<file path="src/rtl/servo_pwm_if.sv">
// Control/status bundle for servo_pwm_bank: period and per-channel pulse
// widths with a load strobe, plus the PWM outputs and status flags.
interface servo_pwm_if #(
  parameter int CHANNELS = 4,
  parameter int WIDTH    = 12
);
  logic                      en;
  logic [WIDTH-1:0]          period;
  logic [CHANNELS*WIDTH-1:0] pulsewidth;
  logic                      load;
  logic                      pending;
  logic                      period_done;
  logic [CHANNELS-1:0]       pwm_sig;

  modport master (
    output en, period, pulsewidth, load,
    input  pending, period_done, pwm_sig
  );

  modport slave (
    input  en, period, pulsewidth, load,
    output pending, period_done, pwm_sig
  );
endinterface

</file>
<file path="src/rtl/servo_pwm_bank.sv">
// Bank of PWM channels sharing one period counter, with double-buffered settings.
// Define SERVO_PWM_CENTER_ALIGN_EN for an up/down (center-aligned) counter.
module servo_pwm_bank #(
  parameter int CHANNELS = 4,
  parameter int WIDTH    = 12
) (
  input  logic           clk,
  input  logic           rst,
  servo_pwm_if.slave     bus
);
  typedef logic [WIDTH-1:0]          word_t;
  typedef logic [CHANNELS*WIDTH-1:0] lanes_t;

  word_t               shd_period, act_period, cnt;
  lanes_t              shd_pw, act_pw;
  logic                pending_q, done_q, en_q;
  logic [CHANNELS-1:0] pwm_q;

  logic                en_rise, have_new, use_new, take;
  logic                period_zero, boundary;
  word_t               src_period, eff_period, cnt_nxt;
  lanes_t              src_pw, eff_pw;
  logic [CHANNELS-1:0] pwm_nxt;

`ifdef SERVO_PWM_CENTER_ALIGN_EN
  logic down_q, down_nxt;
`endif

  // On the first enabled cycle the new settings must already drive the
  // compare, otherwise the restarted period would begin with stale values.
  assign en_rise     = bus.en & ~en_q;
  assign have_new    = bus.load | pending_q;
  assign use_new     = en_rise & have_new;
  assign src_period  = bus.load ? bus.period     : shd_period;
  assign src_pw      = bus.load ? bus.pulsewidth : shd_pw;
  assign eff_period  = use_new  ? src_period     : act_period;
  assign eff_pw      = use_new  ? src_pw         : act_pw;
  assign period_zero = (eff_period == '0);

`ifdef SERVO_PWM_CENTER_ALIGN_EN
  assign boundary = period_zero
                  | (down_q  && cnt == word_t'(1))
                  | (!down_q && cnt == eff_period && eff_period == word_t'(1));
`else
  assign boundary = period_zero | (cnt == eff_period - word_t'(1));
`endif

  assign take = bus.en & have_new & (boundary | en_rise);

  // NOTE: every always_comb output gets a default first so no latch is inferred.
  always_comb begin
    cnt_nxt = '0;
`ifdef SERVO_PWM_CENTER_ALIGN_EN
    down_nxt = 1'b0;
    if (bus.en && !boundary) begin
      if (!down_q && cnt == eff_period) begin
        cnt_nxt  = cnt - word_t'(1);
        down_nxt = 1'b1;
      end else if (down_q) begin
        cnt_nxt  = cnt - word_t'(1);
        down_nxt = 1'b1;
      end else begin
        cnt_nxt = cnt + word_t'(1);
      end
    end
`else
    if (bus.en && !boundary) cnt_nxt = cnt + word_t'(1);
`endif
  end

  always_comb begin
    pwm_nxt = '0;
    for (int i = 0; i < CHANNELS; i++)
      pwm_nxt[i] = bus.en && !period_zero && (cnt < eff_pw[i*WIDTH +: WIDTH]);
  end

  // NOTE: sequential state uses non-blocking assignments only, so every
  // register samples pre-edge values regardless of statement order.
  always_ff @(posedge clk) begin
    if (rst) begin
      // NOTE: the settings registers are reset too, so a released bank stays
      // silent (period 0) until software loads a real period.
      shd_period <= '0;
      shd_pw     <= '0;
      act_period <= '0;
      act_pw     <= '0;
      cnt        <= '0;
      pending_q  <= 1'b0;
      done_q     <= 1'b0;
      en_q       <= 1'b0;
      pwm_q      <= '0;
`ifdef SERVO_PWM_CENTER_ALIGN_EN
      down_q     <= 1'b0;
`endif
    end else begin
      en_q   <= bus.en;
      cnt    <= cnt_nxt;
      pwm_q  <= pwm_nxt;
      done_q <= bus.en & boundary & ~period_zero;
`ifdef SERVO_PWM_CENTER_ALIGN_EN
      down_q <= down_nxt;
`endif
      if (bus.load) begin
        shd_period <= bus.period;
        shd_pw     <= bus.pulsewidth;
      end
      if (take) begin
        act_period <= src_period;
        act_pw     <= src_pw;
        pending_q  <= 1'b0;
      end else if (bus.load) begin
        pending_q  <= 1'b1;
      end
    end
  end

  assign bus.pending     = pending_q;
  assign bus.period_done = done_q;
  assign bus.pwm_sig     = pwm_q;
endmodule
</file>
<file path="src/flat_wrapper.sv">
// flat-port wrapper written by rule: the top's interface ports become plain ports
module servo_pwm_bank_flat 
#(
  parameter int CHANNELS = 4,
  parameter int WIDTH    = 12
)
  (clk, rst, bus_en, bus_period, bus_pulsewidth, bus_load, bus_pending, bus_period_done, bus_pwm_sig);
  servo_pwm_if #(.CHANNELS(CHANNELS), .WIDTH(WIDTH)) bus_i ();
  input  logic clk;
  input  logic rst;
  input wire logic [$bits(bus_i.en)-1:0] bus_en;
  input wire logic [$bits(bus_i.period)-1:0] bus_period;
  input wire logic [$bits(bus_i.pulsewidth)-1:0] bus_pulsewidth;
  input wire logic [$bits(bus_i.load)-1:0] bus_load;
  output wire logic [$bits(bus_i.pending)-1:0] bus_pending;
  output wire logic [$bits(bus_i.period_done)-1:0] bus_period_done;
  output wire logic [$bits(bus_i.pwm_sig)-1:0] bus_pwm_sig;
  assign bus_i.en = bus_en;
  assign bus_i.period = bus_period;
  assign bus_i.pulsewidth = bus_pulsewidth;
  assign bus_i.load = bus_load;
  assign bus_pending = bus_i.pending;
  assign bus_period_done = bus_i.period_done;
  assign bus_pwm_sig = bus_i.pwm_sig;
  servo_pwm_bank #(.CHANNELS(CHANNELS), .WIDTH(WIDTH)) u_core (.clk(clk), .rst(rst), .bus(bus_i));
endmodule
</file>
<file path="config.mk">
export PLATFORM = sky130hd
export DESIGN_NAME = servo_pwm_bank_flat
export DESIGN_NICKNAME = d
export VERILOG_FILES = /design/src/rtl/servo_pwm_if.sv /design/src/rtl/servo_pwm_bank.sv /design/src/flat_wrapper.sv
export SDC_FILE = /design/constraint.sdc
export NUM_CORES = 1
export LEC_CHECK = 0
export CELL_PAD_IN_SITES_DETAIL_PLACEMENT = 0
export CELL_PAD_IN_SITES_GLOBAL_PLACEMENT = 2
export CORE_ASPECT_RATIO = 0.8
export CORE_UTILIZATION = 40
export DETAILED_ROUTE_END_ITERATION = 8
export DONT_BUFFER_PORTS = 1
export PLACE_DENSITY = 0.84
export SYNTH_ARGS = -nofsm -noshare
export SYNTH_HDL_FRONTEND = slang
export SYNTH_SLANG_ARGS = --single-unit
</file>
<file path="constraint.sdc">
create_clock -name clk -period 7.5 [get_ports clk]
set_input_delay 2.25 -clock clk [delete_from_list [all_inputs] [get_ports clk]]
set_output_delay 2.25 -clock clk [all_outputs]
set_load 0.005 [all_outputs]
</file>
==> results_dict.tcl <==
set metrics [dict create \
    p_sw_share_pct 25.5 \
    ios 70 \
    cts.path.max_buffers 2 \
    arrival_ns 6.02 \
    cp_slowest_cell "o31ai_4" \
    drt_iter0_drc 277 \
    power-per-cell-area_mw_per_mm2 241 \
    layout_common_cells "dfxtp_1, nor2_1, a21oi_1" \
    syn-mean-instance-area_um2 9.40 \
    cp_common_cell "buf_4" \
    worst-path-max-fanout 69 \
    worst_r2r_startpoint "u_core.bus.pending" \
    finalCritPeriodShare_pct 75.9 \
    tns_ns 0 \
    grt_pass1_wl_um 26700 \
    holdPathStages 1 \
    ant_nets 0 \
    p_total_mw 1.82 \
    vias_per_cell 5.58 \
    synth-seq-cells 139 \
    tightest_slew_ns 0.950 \
    num_antenna_cells 0 \
    layout.cells.most_common "dfxtp_1" \
    die_h_um 119 \
    clkTransAtPathRegs_ns 0.05 \
    final_max_slew_viol_count 0 \
    hold_class "reg2reg" \
    wl_per_cell_um 17.4 \
    cpPeakStageDelay_ns 0.80 \
    cts_htree_levels 4 \
    async_flop_share_pct 0 \
    syn-num-nets 843 \
    hold_violations 0 \
    postCtsHoldBufs 0 \
    cts_sinks 139 \
    period_minus_slack_ns 5.69 \
    synth_warnings 0 \
    overflow 0 \
    area_growth_pct 9.73 \
    cts_resized 0 \
    numCtsBuffers 17 \
    p_int_mw 1.36 \
    drive_gt1_share_pct 5.39 \
    clock.fmax_mhz 176 \
    die_x_um 149 \
    ys.flop_type "dfxtp_1" \
    rsz0062_at_grt "false" \
    syn_inst 732 \
    synth-seq-area-share_pct 40.5 \
    cp_cell_sequence "or2_1, buf_4, nand2_2, buf_4, nor2_1, a21oi_1, ha_1, inv_1, a221oi_2, xnor3_1, o2111ai_1, nand4bb_1, o21ba_4, o31ai_4, buf_12, o2bb2ai_1" \
    rows 42 \
    cts_tree "built" \
    vias 5270 \
    clock_power_share_pct 42.6 \
    finalClockSkew_ns 0.00548 \
    drc 0 \
    r2r_slack_ns 3.26 \
    ys_types 55 \
    first_global_vias 5042 \
    path_class "in2reg" \
    netlist_area_mm2 0.00688 \
    synth-edff-count 0 \
    io_buffers 0 \
    power_switching_uw 463 \
    dr.pass1.iters 5 \
    dp_hpwl_um 11200 \
    required_ns 7.83 \
    coreArea_mm2 0.0167 \
    gp_congestion 0.889 \
    antenna_found_initial 0 \
    hold_end "u_core.act_pw[10]" \
    grt_usage_pct 19.4 \
    max-cap-violations 0 \
    cp-start-kind "input pin" \
    outcome "completed" \
    power_leakage_nw 2.98 \
    dieArea_mm2 0.0177 \
    critPathCaptureType "register" \
    p_comb_share_pct 13.4 \
    routed_wl_um 16400 \
    relSlewSlack_pct 36.6 \
    finalSetupViolations 0 \
    ir_drop_mv 0.163 \
    reg2reg_to "u_core.act_period[10]" \
    grt_max_degree 72 \
    cts_root_buf "clkbuf_16" \
    fill_cells 1555 \
    initial_core_util_pct 41.3 \
    r2r_cells 16 \
    post_cts_buffers 0 \
    worstHoldStart "u_core.act_pw[10]" \
    clk-insertion-delay-late_ns 0.41 \
    power_frac_seq_pct 44.0 \
    nets 822 \
]
metal layers:
metal	part of all wire, %	vias to the layer above	GRT usage [%]
met4	0.75	0	5.67
met1	49	2497	26.9
li1	-	2654	-
met5	0	-	0
met3	5.0	10	4.83
met2	45	109	29.4
synth_stat cells, types with 2 or more instances:
library cell	n	area share, %
dfxtp_1	139	40
o2111ai_1	8	1.0
or3_1	5	0.45
nor2_1	133	7.3
xor3_1	2	0.69
a21o_1	10	1.1
clkbuf_1	22	1.2
and2_1	4	0.36
a211oi_1	7	0.76
buf_6	2	0.33
nand2b_1	2	0.18
and4_1	5	0.64
o211ai_1	5	0.55
nand3_1	10	0.73
nor3_1	7	0.51
inv_1	4	0.22
xnor2_1	9	1.1
nor2b_1	9	0.82
a22oi_1	4	0.44
and4b_1	5	0.73
xor2_1	8	1.0
o2bb2ai_1	61	7.8
buf_1	3	0.16
nor4b_1	4	0.51
and3_1	10	0.91
buf_2	17	1.2
o21ai_0	23	1.7
nand2_1	6	0.33
mux2i_1	60	8.7
buf_4	2	0.22
nand4_1	2	0.18
nor3b_1	2	0.22
a21oi_1	69	5.0
a211o_1	5	0.64
a31oi_1	2	0.18
ha_1	47	8.6
cell type report:
| class | count | area (um2) | share of cell area [%] |
|---|---|---|---|
| inverter | 4 | 15.0 | 0.199 |
| tap | 220 | 275 | 3.65 |
| timing repair buffer | 6 | 57.6 | 0.763 |
| clock buffer | 25 | 475 | 6.30 |
| multi-input combinational | 543 | 3870 | 51.3 |
| sequential | 139 | 2780 | 36.9 |
| clock inverter | 7 | 66.3 | 0.879 |
power by group through the flow:
stage	Clock [mW]	Combinational, mW	Sequential, mW
after global routing	0.829	0.274	0.804
after CTS	0.801	0.245	0.799
after global placement	0	0.236	0.815
final	0.776	0.243	0.800
after detailed placement	0	0.244	0.815
after floorplan	0	0.207	0.809
how the worst max path moves through the flow:
stage | start | end | slack (ns) | cells past startpoint
4_1_cts | bus_load | u_core.act_period[10] | 1.91 | 16
3_3_place_gp | bus_load | u_core.act_pw[33] | 1.68 | 16
5_1_grt | bus_load | u_core.act_period[10] | 1.59 | 16
6_report | bus_load | u_core.act_period[10] | 1.81 | 16
2_1_floorplan | bus_load | u_core.act_period[1] | 1.48 | 18
3_5_place_dp | bus_load | u_core.act_pw[47] | 1.46 | 16
critical path, delay by kind of cell:
family | cells | cell delay, ns
compound gates | 6 | 1.68
xor+xnor | 1 | 0.36
fa+ha+maj | 1 | 0.23
buf+inv | 4 | 0.89
simple gates | 4 | 0.55
flip-flops by register name, indices dropped and copies added (netlist names):
signal	flops
u_core.bus.period_done	1
u_core.shd_period	12
u_core.bus.pwm_sig	4
u_core.en_q	1
u_core.bus.pending	1
u_core.act_pw	48
u_core.shd_pw	48
u_core.cnt	12
u_core.act_period	12
per-stage QoR:
step	setup slack, ns	hold WS, ns	util (%)	cell area (um2)	std cells
2_1_floorplan	1.48	0.433	-	6880	732
3_3_place_gp	1.68	0.445	42.1	7010	912
3_5_place_dp	1.46	0.447	42.1	7010	912
4_1_cts	1.91	0.464	45.3	7550	944
5_1_grt	1.59	0.477	45.3	7550	944
6_report	1.81	0.461	45.3	7550	944
kinds of logic (layout without fill, tap and decap cells):
group	Yosys count	count (layout)	synth area share, %
xor gates and xnor gates	20	20	3.18
muxes	61	61	8.90
DFF	139	139	40.5
adders and majority gates	47	47	8.55
and+or+nand+nor	209	209	14.4
buffers and inverters	50	42	3.37
AOI/OAI and AO/OA	206	206	21.2
Note: power is estimated with default switching activity, not from simulation.
